## config.mk

```make
export PLATFORM = sky130hd
export DESIGN_NAME = axi_stream_strip_flat
export DESIGN_NICKNAME = d
export VERILOG_FILES = /design/src/rtl/axi_stream_strip_if.sv /design/src/rtl/axi_stream_strip.sv /design/src/flat_wrapper.sv
export SDC_FILE = /design/constraint.sdc
export NUM_CORES = 1
export LEC_CHECK = 0
export ABC_AREA = 0
export BUFFER_PORTS_ARGS = -buffer_cell sky130_fd_sc_hd__buf_2
export CORE_UTILIZATION = 34
export DETAILED_ROUTE_END_ITERATION = 6
export PLACE_DENSITY = 0.56
export SLEW_MARGIN = 20
export SYNTH_ARGS = -nofsm -noshare
export SYNTH_HDL_FRONTEND = slang
export SYNTH_SLANG_ARGS = --single-unit
```

## constraint.sdc

```tcl
create_clock -name clk -period 2.97 [get_ports clk]
set_input_delay 0.594 -clock clk [delete_from_list [all_inputs] [get_ports clk]]
set_output_delay 0.594 -clock clk [all_outputs]
set_load 0.005 [all_outputs]
```

## src/rtl/axi_stream_strip_if.sv

```systemverilog
// Generic AXI-Stream beat bundle used for the input, payload and header
// channels of axi_stream_strip.
interface axi_stream_strip_if #(
  parameter int DATA_WD = 32
);
  localparam int DATA_BYTE_WD = DATA_WD >> 3;

  logic                    valid;
  logic                    ready;
  logic [DATA_WD-1:0]      data;
  logic [DATA_BYTE_WD-1:0] keep;
  logic                    last;

  modport master (output valid, data, keep, last, input ready);
  modport slave  (input valid, data, keep, last, output ready);
endinterface

```

## src/rtl/axi_stream_strip.sv

```systemverilog
// Removes an N-byte header (0..W-1) from the front of each packet, sends the
// first beat out as the header and re-aligns the remaining payload to full beats.
module axi_stream_strip #(
  parameter int DATA_WD      = 32,
  parameter int DATA_BYTE_WD = DATA_WD >> 3,
  parameter int BYTE_CNT_WD  = $clog2(DATA_BYTE_WD)
) (
  input  logic                   clk,
  input  logic                   rst_n,
  axi_stream_strip_if.slave      s_in,
  axi_stream_strip_if.master     m_out,
  input  logic                   valid_strip,
  output logic                   ready_strip,
  input  logic [BYTE_CNT_WD-1:0] byte_strip_cnt,
  axi_stream_strip_if.master     m_hdr
);

  localparam int SB_WD     = BYTE_CNT_WD + 1;
  localparam int BIT_SH_WD = $clog2(DATA_WD) + 1;
  localparam logic [DATA_BYTE_WD-1:0] ALL_ONES = '1;

  typedef enum logic [1:0] {IDLE, STREAM, FLUSH} state_t;

  state_t                  state_q, state_d;
  logic [DATA_WD-1:0]      hold_data_q, hold_data_d;
  logic [DATA_BYTE_WD-1:0] hold_keep_q, hold_keep_d;
  logic [BYTE_CNT_WD-1:0]  n_q, n_d;
  logic                    hdr_valid_q, hdr_valid_d;
  logic [DATA_WD-1:0]      data_hdr_q, data_hdr_d;
  logic [DATA_BYTE_WD-1:0] keep_hdr_q, keep_hdr_d;

  logic [BYTE_CNT_WD-1:0]  cur_n;
  logic [DATA_BYTE_WD-1:0] tail_mask;
  logic                    extra;
  logic [SB_WD-1:0]        shift_bytes, rsh_bytes;
  logic [BIT_SH_WD-1:0]    shift_bits, rsh_bits;
  logic [DATA_WD-1:0]      low_data;
  logic [DATA_BYTE_WD-1:0] low_keep;
  logic                    first_fire;

  always_ff @(posedge clk or negedge rst_n) begin
    if (!rst_n) begin
      state_q     <= IDLE;
      hold_data_q <= '0;
      hold_keep_q <= '0;
      n_q         <= '0;
      hdr_valid_q <= 1'b0;
      data_hdr_q  <= '0;
      keep_hdr_q  <= '0;
    end else begin
      state_q     <= state_d;
      hold_data_q <= hold_data_d;
      hold_keep_q <= hold_keep_d;
      n_q         <= n_d;
      hdr_valid_q <= hdr_valid_d;
      data_hdr_q  <= data_hdr_d;
      keep_hdr_q  <= keep_hdr_d;
    end
  end

  always_comb begin
    state_d     = state_q;
    hold_data_d = hold_data_q;
    hold_keep_d = hold_keep_q;
    n_d         = n_q;
    hdr_valid_d = hdr_valid_q;
    data_hdr_d  = data_hdr_q;
    keep_hdr_d  = keep_hdr_q;
    s_in.ready  = 1'b0;
    ready_strip = 1'b0;
    m_out.valid = 1'b0;
    m_out.last  = 1'b0;

    // On the first beat the live strip count applies; afterwards the latched one.
    cur_n     = (state_q == IDLE) ? byte_strip_cnt : n_q;
    tail_mask = ALL_ONES >> cur_n;
    extra     = |(s_in.keep & tail_mask);

    shift_bytes = {1'b0, n_q};
    rsh_bytes   = SB_WD'(DATA_BYTE_WD) - shift_bytes;
    shift_bits  = BIT_SH_WD'(shift_bytes) << 3;
    rsh_bits    = BIT_SH_WD'(DATA_WD) - shift_bits;
    low_data    = (state_q == FLUSH) ? '0 : s_in.data;
    low_keep    = (state_q == FLUSH) ? '0 : s_in.keep;
    m_out.data  = (hold_data_q << shift_bits) | (low_data >> rsh_bits);
    m_out.keep  = (hold_keep_q << shift_bytes) | (low_keep >> rsh_bytes);

    first_fire = 1'b0;
    if (hdr_valid_q && m_hdr.ready) hdr_valid_d = 1'b0;

    case (state_q)
      IDLE: begin
        s_in.ready  = valid_strip && !hdr_valid_q;
        ready_strip = s_in.valid && !hdr_valid_q;
        first_fire  = s_in.valid && valid_strip && !hdr_valid_q;
        if (first_fire) begin
          n_d         = byte_strip_cnt;
          hold_data_d = s_in.data;
          hold_keep_d = s_in.keep;
          if (byte_strip_cnt != '0) begin
            hdr_valid_d = 1'b1;
            data_hdr_d  = s_in.data;
            keep_hdr_d  = ~tail_mask;
          end
          if (s_in.last) state_d = extra ? FLUSH : IDLE;
          else           state_d = STREAM;
        end
      end
      STREAM: begin
        m_out.valid = s_in.valid;
        s_in.ready  = m_out.ready;
        m_out.last  = s_in.last && !extra;
        if (s_in.valid && m_out.ready) begin
          hold_data_d = s_in.data;
          hold_keep_d = s_in.keep;
          if (s_in.last) state_d = extra ? FLUSH : IDLE;
        end
      end
      FLUSH: begin
        m_out.valid = 1'b1;
        m_out.last  = 1'b1;
        if (m_out.ready) state_d = IDLE;
      end
      default: state_d = IDLE;
    endcase
  end

  assign m_hdr.valid = hdr_valid_q;
  assign m_hdr.data  = data_hdr_q;
  assign m_hdr.keep  = keep_hdr_q;
  assign m_hdr.last  = 1'b0;

endmodule

```

## src/flat_wrapper.sv

```systemverilog
// flat-port wrapper written by rule: the top's interface ports become plain ports
module axi_stream_strip_flat 
#(
  parameter int DATA_WD      = 32,
  parameter int DATA_BYTE_WD = DATA_WD >> 3,
  parameter int BYTE_CNT_WD  = $clog2(DATA_BYTE_WD)
)
  (clk, rst_n, valid_strip, ready_strip, byte_strip_cnt, s_in_valid, s_in_data, s_in_keep, s_in_last, s_in_ready, m_out_valid, m_out_data, m_out_keep, m_out_last, m_out_ready, m_hdr_valid, m_hdr_data, m_hdr_keep, m_hdr_last, m_hdr_ready);
  axi_stream_strip_if #(.DATA_WD(DATA_WD)) s_in_i ();
  axi_stream_strip_if #(.DATA_WD(DATA_WD)) m_out_i ();
  axi_stream_strip_if #(.DATA_WD(DATA_WD)) m_hdr_i ();
  input  logic clk;
  input  logic rst_n;
  input  logic valid_strip;
  output logic ready_strip;
  input  logic [BYTE_CNT_WD-1:0] byte_strip_cnt;
  input wire logic [$bits(s_in_i.valid)-1:0] s_in_valid;
  input wire logic [$bits(s_in_i.data)-1:0] s_in_data;
  input wire logic [$bits(s_in_i.keep)-1:0] s_in_keep;
  input wire logic [$bits(s_in_i.last)-1:0] s_in_last;
  output wire logic [$bits(s_in_i.ready)-1:0] s_in_ready;
  output wire logic [$bits(m_out_i.valid)-1:0] m_out_valid;
  output wire logic [$bits(m_out_i.data)-1:0] m_out_data;
  output wire logic [$bits(m_out_i.keep)-1:0] m_out_keep;
  output wire logic [$bits(m_out_i.last)-1:0] m_out_last;
  input wire logic [$bits(m_out_i.ready)-1:0] m_out_ready;
  output wire logic [$bits(m_hdr_i.valid)-1:0] m_hdr_valid;
  output wire logic [$bits(m_hdr_i.data)-1:0] m_hdr_data;
  output wire logic [$bits(m_hdr_i.keep)-1:0] m_hdr_keep;
  output wire logic [$bits(m_hdr_i.last)-1:0] m_hdr_last;
  input wire logic [$bits(m_hdr_i.ready)-1:0] m_hdr_ready;
  assign s_in_i.valid = s_in_valid;
  assign s_in_i.data = s_in_data;
  assign s_in_i.keep = s_in_keep;
  assign s_in_i.last = s_in_last;
  assign s_in_ready = s_in_i.ready;
  assign m_out_valid = m_out_i.valid;
  assign m_out_data = m_out_i.data;
  assign m_out_keep = m_out_i.keep;
  assign m_out_last = m_out_i.last;
  assign m_out_i.ready = m_out_ready;
  assign m_hdr_valid = m_hdr_i.valid;
  assign m_hdr_data = m_hdr_i.data;
  assign m_hdr_keep = m_hdr_i.keep;
  assign m_hdr_last = m_hdr_i.last;
  assign m_hdr_i.ready = m_hdr_ready;
  axi_stream_strip #(.DATA_WD(DATA_WD), .DATA_BYTE_WD(DATA_BYTE_WD), .BYTE_CNT_WD(BYTE_CNT_WD)) u_core (.clk(clk), .rst_n(rst_n), .s_in(s_in_i), .m_out(m_out_i), .valid_strip(valid_strip), .ready_strip(ready_strip), .byte_strip_cnt(byte_strip_cnt), .m_hdr(m_hdr_i));
endmodule
```

# Yosys cells after proc, flatten, opt, wreduce, memory -nomap -nowiden
# Index checks and enable logic that the tools add are counted.
[word_totals]
register_bits = 77
inputBits = 45
output_inout_bits = 78
wordCells = 65
[classes]
n_addsub = 2
n_eq_ne = 6
shift = 5
n_mux = 24
bitwise = 4
reduce_logical = 17
[ops]
columns = ["op", "count"]
rows = [
  ["$mux W32", 3],
  ["$pmux W32 S2", 1],
  ["$or A32 B32 Y32", 1],
  ["$shl A32 B5 Y32", 1],
  ["$shr A32 B6 Y32", 1],
  ["$mux W2", 7],
  ["$mux W4", 3],
  ["$pmux W4 S2", 1],
  ["$logic_and A1 B1 Y1", 7],
  ["$ne A2 B2 Y1 const B", 3],
  ["$pmux W1 S2", 3],
  ["$pmux W2 S3", 1],
  ["$reduce_and A3 Y1", 2],
  ["$sub A6 B5 Y6 const A", 1],
  ["$mux W1", 5],
  ["$and A4 B4 Y4", 1],
  ["$not A4 Y4", 1],
  ["$or A4 B4 Y4", 1],
  ["$reduce_and A4 Y1", 1],
  ["$reduce_bool A2 Y1", 2],
  ["$reduce_or A4 Y1", 1],
  ["$shl A4 B2 Y4", 1],
  ["$shr A4 B2 Y4 const A", 1],
  ["$shr A4 B3 Y4", 1],
  ["7 further kinds", 8],
]

# Logic depth before layout (Yosys ltp)
[depth]
ltp_word = 9
mapped_depth = 10
depth_no_buf = 6

# Worst setup path before layout
# Ideal clock, no wire load.
[synth_timing]
path_kind = "reg2out"
from = "register u_core.n_q[1]"
to = "output m_out_data[24]"
arrival_ps = 2175
required_ps = 2376
slack_ps = 201
path_stages_with_launch = 9
path_buffers = 3
path_cell_list = "dfrtp_1 buf_2 inv_1 clkbuf_1 ha_1 or3_1 clkbuf_1 nor2_2 a221o_1"
[synth_between]
elab_chain_len = 3
word_cells_on_any_way = 4
cone_classes = "add/sub: 1; shift: 2; bitwise: 1"
[synth_lines]
columns = ["item", "line", "text"]
rows = [
  ["start, declared", "axi_stream_strip.sv:27", "logic [BYTE_CNT_WD-1:0] n_q, n_d;"],
  ["start signal, assigned", "axi_stream_strip.sv:54", "n_q <= n_d;"],
  ["$sub A6 B5 Y6", "axi_stream_strip.sv:82", "rsh_bits = BIT_SH_WD'(DATA_WD) - shift_bits;"],
  ["$shr A32 B6 Y32", "axi_stream_strip.sv:85", "m_out.data = (hold_data_q << shift_bits) | (low_data >> rsh_bits);"],
  ["$or A32 B32 Y32 *", "axi_stream_strip.sv:85", ""],
  ["end, declared", "flat_wrapper.sv:23", "output wire logic [$bits(m_out_i.data)-1:0] m_out_data;"],
]
# Every way passes the cells marked *; elsewhere a longest branch is shown, timed or not.

# Worst setup path after layout
[layout_timing]
from = "register u_core.n_q[0]"
to = "output m_out_data[17]"
# The elaborated chain is that of the path after synthesis.

==> impl_metrics.csv <==
group,metric,value,unit
floorplan,die_area,13200,sq um
detailed_routing,wl,12100,um
synthesis,synth_top_area_share,44.1,%
cells_and_area,area_growth,25.2,%
critical_path,path_delay_family,"simple AND/OR/NAND/NOR gates",
clock_tree,cts.sinks,76,
sta,hold_viol,0,
global_route,grt_max_degree,71,
synthesis,yosysSeqAreaShare,44.1,%
floorplan,ioPinCount,123,
critical_path,start_kind,"flop",
synthesis,syn-cell-area,4320,sq um
power,p_total,7.31,mW
cells_and_area,layout.cells.non_filler,669,
placed_design,pre_cts_ws,0.469,ns
clock_tree,cts_buffer_depth,2,
synthesis,synthCells,378,
cells_and_area,drive_gt1_share,46.7,%
power,powerDensity,1350,nW/um^2
clock_tree,cts_tree,"built",
critical_path,crit_type,"flop to output pin",
floorplan,chipWidth,115,um
detailed_routing,drc,0,
synthesis,ys_warn_count,0,
sta,maxSlewViolCount,0,
sta,layout_min_cycle_time,2.84,ns
placed_design,dpl.hpwl,8180,um
sta,max_freq,0.352,GHz
placed_design,gp_congestion,0.794,
global_route,grt_util_all_layers,19.2,%
critical_path,ff2ff_setup_slack,0.72,ns
sta,finalSetupViolations,0,
synthesis,ys_ff_latch,76,
detailed_routing,wl_per_cell,18.1,um
clock_tree,cts_buffers,9,
floorplan,initial_utilization,35.3,%
critical_path,reg2reg_from,"u_core.state_q[0]",
critical_path,end_kind,"output pin",
cells_and_area,antenna_cells,0,
critical_path,reg2reg_to,"u_core.m_hdr.data[11]",
hold_path,hold_class,"input port to async pin",
critical_path,worst-path-buf-inv,2,
critical_path,r2r_cells,7,
sta,min_period_over_period,95.6,%
run,cap_violations,0,
sta,fin_skew,0.00791,ns
critical_path,crit_arrival,2.24,ns
critical_path,cp_slowest_cell,"nor2_1",
critical_path,path_cells,"buf_12, nor2_1, a21oi_1, o21ai_0, buf_2",
sta,setup_tns,0,ns
placed_design,io_buffers,120,
detailed_routing,ant_nets,0,
power,peakVddDrop,0.568,mV
sta,slew-limit-headroom,36.7,%
global_route,antenna_found_initial,0,
floorplan,die_h,115,um
synthesis,yosysTopAreaCell,"dfrtp_1",
sta,layout_setup_ws,0.131,ns
synthesis,synth.distinct_cells,36,
detailed_routing,dr.pass1.iters,5,
placed_design,dp.cells,654,
clock_tree,cts-root-buf,"clkbuf_16",
clock_tree,htreeDepth,3,
synthesis,yosys-top-cells-area,"dfrtp_1, mux2_2, mux2i_1",
clock_tree,path_clk_slew,0.06,ns
critical_path,crit_fanout,58,
power,leakage,2.50,nW
sta,tightest_slew,0.945,ns
detailed_routing,drt_iter0_markers,209,
sta,hold_ws,0.398,ns
global_route,grt_pass1_vias,3553,
outcome,outcome,"complete, no violations",
synthesis,syn_avg_cell_area,11.4,sq um
cells_and_area,finalNetCount,546,
global_route,grt-ovfl-total,0,
global_route,grt_pass1_wl,19100,um
detailed_routing,viasPerCell,5.26,
detailed_routing,vias,3519,
critical_path,cpPeakStageDelay,0.75,ns
clock_tree,insertion_delay,0.33,ns
floorplan,core-area,12200,sq um
critical_path,cp.required,2.38,ns
sta,rsz0062_at_grt,"false",
floorplan,num_rows,40,
==> worst register-to-register path, cell delays in order, from the launching register on <==
cell and delay, ns:
dfrtp_1 0.38, inv_1 0.11, ha_2 0.30, and2b_1 0.21
nand3_2 0.12, nor2_4 0.41, buf_12 0.25, mux2_2 0.36
==> cells by family after synthesis <==
group / after synthesis / share of synthesized area, %
compound gates: 68 / 11.1
fa+ha+maj: 4 / 1.16
buf+inv: 31 / 4.49
flops: 76 / 44.1
mux: 126 / 31.5
other cells: 1 / 0.0869
simple gates: 72 / 7.57
==> cell usage in the layout, fill, tap and decap left out, types with 2 or more instances in the layout <==
| cell | instances |
|---|---|
| ha_1 | 3 |
| buf_2 | 119 |
| nand2_1 | 20 |
| clkbuf_16 | 9 |
| a221o_1 | 11 |
| a22o_1 | 2 |
| mux2_1 | 2 |
| o22ai_1 | 10 |
| bufinv_16 | 2 |
| buf_4 | 11 |
| a31oi_1 | 2 |
| o21ai_0 | 12 |
| dfrtp_1 | 75 |
| or2_2 | 3 |
| nor2_1 | 34 |
| conb_1 | 2 |
| o211ai_1 | 2 |
| nor2b_1 | 3 |
| clkbuf_8 | 2 |
| mux2_2 | 78 |
| buf_12 | 2 |
| a32o_1 | 9 |
| inv_1 | 6 |
| a21oi_1 | 19 |
| mux2i_1 | 46 |
==> where the power goes <==
part           leakage (nW)  switching, mW  total [mW]  internal, mW
Clock                 0.158          0.427        1.20         0.776
Sequential            0.900          0.324        1.89          1.57
Combinational          1.44           2.11        4.21          2.11
==> through the flow <==
step                      cell area (sq um)  utilization, %
after floorplan                        4320               -
after global placement                 5080            41.6
after detailed placement               5080            41.6
after CTS                              5400            44.3
after global routing                   5410            44.3
final                                  5410            44.3
==> state kept, by name, indices dropped and copies added (netlist names) <==
name,count
u_core.m_hdr.valid,1
u_core.n_q,2
u_core.m_hdr.data,32
u_core.hold_keep_q,4
u_core.hold_data_q,32
u_core.state_q,2
u_core.m_hdr.keep,3
==> cell type report <==
class | count | area [sq um]
multi-input cells | 272 | 2230
clock inverters | 4 | 72.6
clock buffers | 11 | 253
inverters | 6 | 22.5
well taps | 168 | 210
flip-flops and latches | 76 | 1900
fillers | 1223 | 6810
repair buffers | 132 | 718
==> synthesized netlist by cell type <==
cell type   n
mux2_2     78
nand3_2     1
o22ai_1    10
nor3_1      1
a31oi_1     2
nor2_2      1
and2b_1     1
buf_2       8
a221o_1    11
and2_1      1
or3_1       1
and4_1      1
clkbuf_1    6
a32o_1      9
a22o_1      2
or2_2       3
buf_4       4
mux2_1      2
nor2_4      1
o211ai_1    2
dfrtp_1    76
nand2_1    20
inv_1       6
nand2b_1    1
mux2i_1    46
a21oi_1    19
nand3b_1    1
nand3_1     1
nor2_1     34
and3_1      1
buf_6       7
a21oi_4     1
ha_1        4
conb_1      1
o21ai_0    12
nor2b_1     3
==> per-layer routing <==
layer  track usage [%]  part of all wire (%)
met5                 0                     0
met4              6.58                   1.4
met3              4.08                   6.8
met2              29.5                    45
met1              26.7                    47
==> worst max-delay path by stage <==
stage | start | to | slack (ns) | cells past startpoint
6_report | u_core.n_q[0] | m_out_data[17] | 0.13 | 5
3_5_place_dp | u_core.state_q[0] | m_out_last | 0.47 | 7
3_3_place_gp | u_core.n_q[0] | m_out_data[17] | 0.54 | 5
2_1_floorplan | u_core.n_q[1] | m_out_data[24] | 0.20 | 8
5_1_grt | u_core.n_q[0] | m_out_data[17] | 0.03 | 5
4_1_cts | u_core.state_q[0] | m_out_last | 0.1 | 7
==> timing repair <==
item                                    in CTS  in global routing
endpoints found under the hold margin        0                  0
endpoints found under the setup margin       0                  1
setup buffers                                0                  0
hold buffers                                 0                  0
gates resized for setup                      0                  1
No activity file was read; power rests on OpenSTA's default activity.
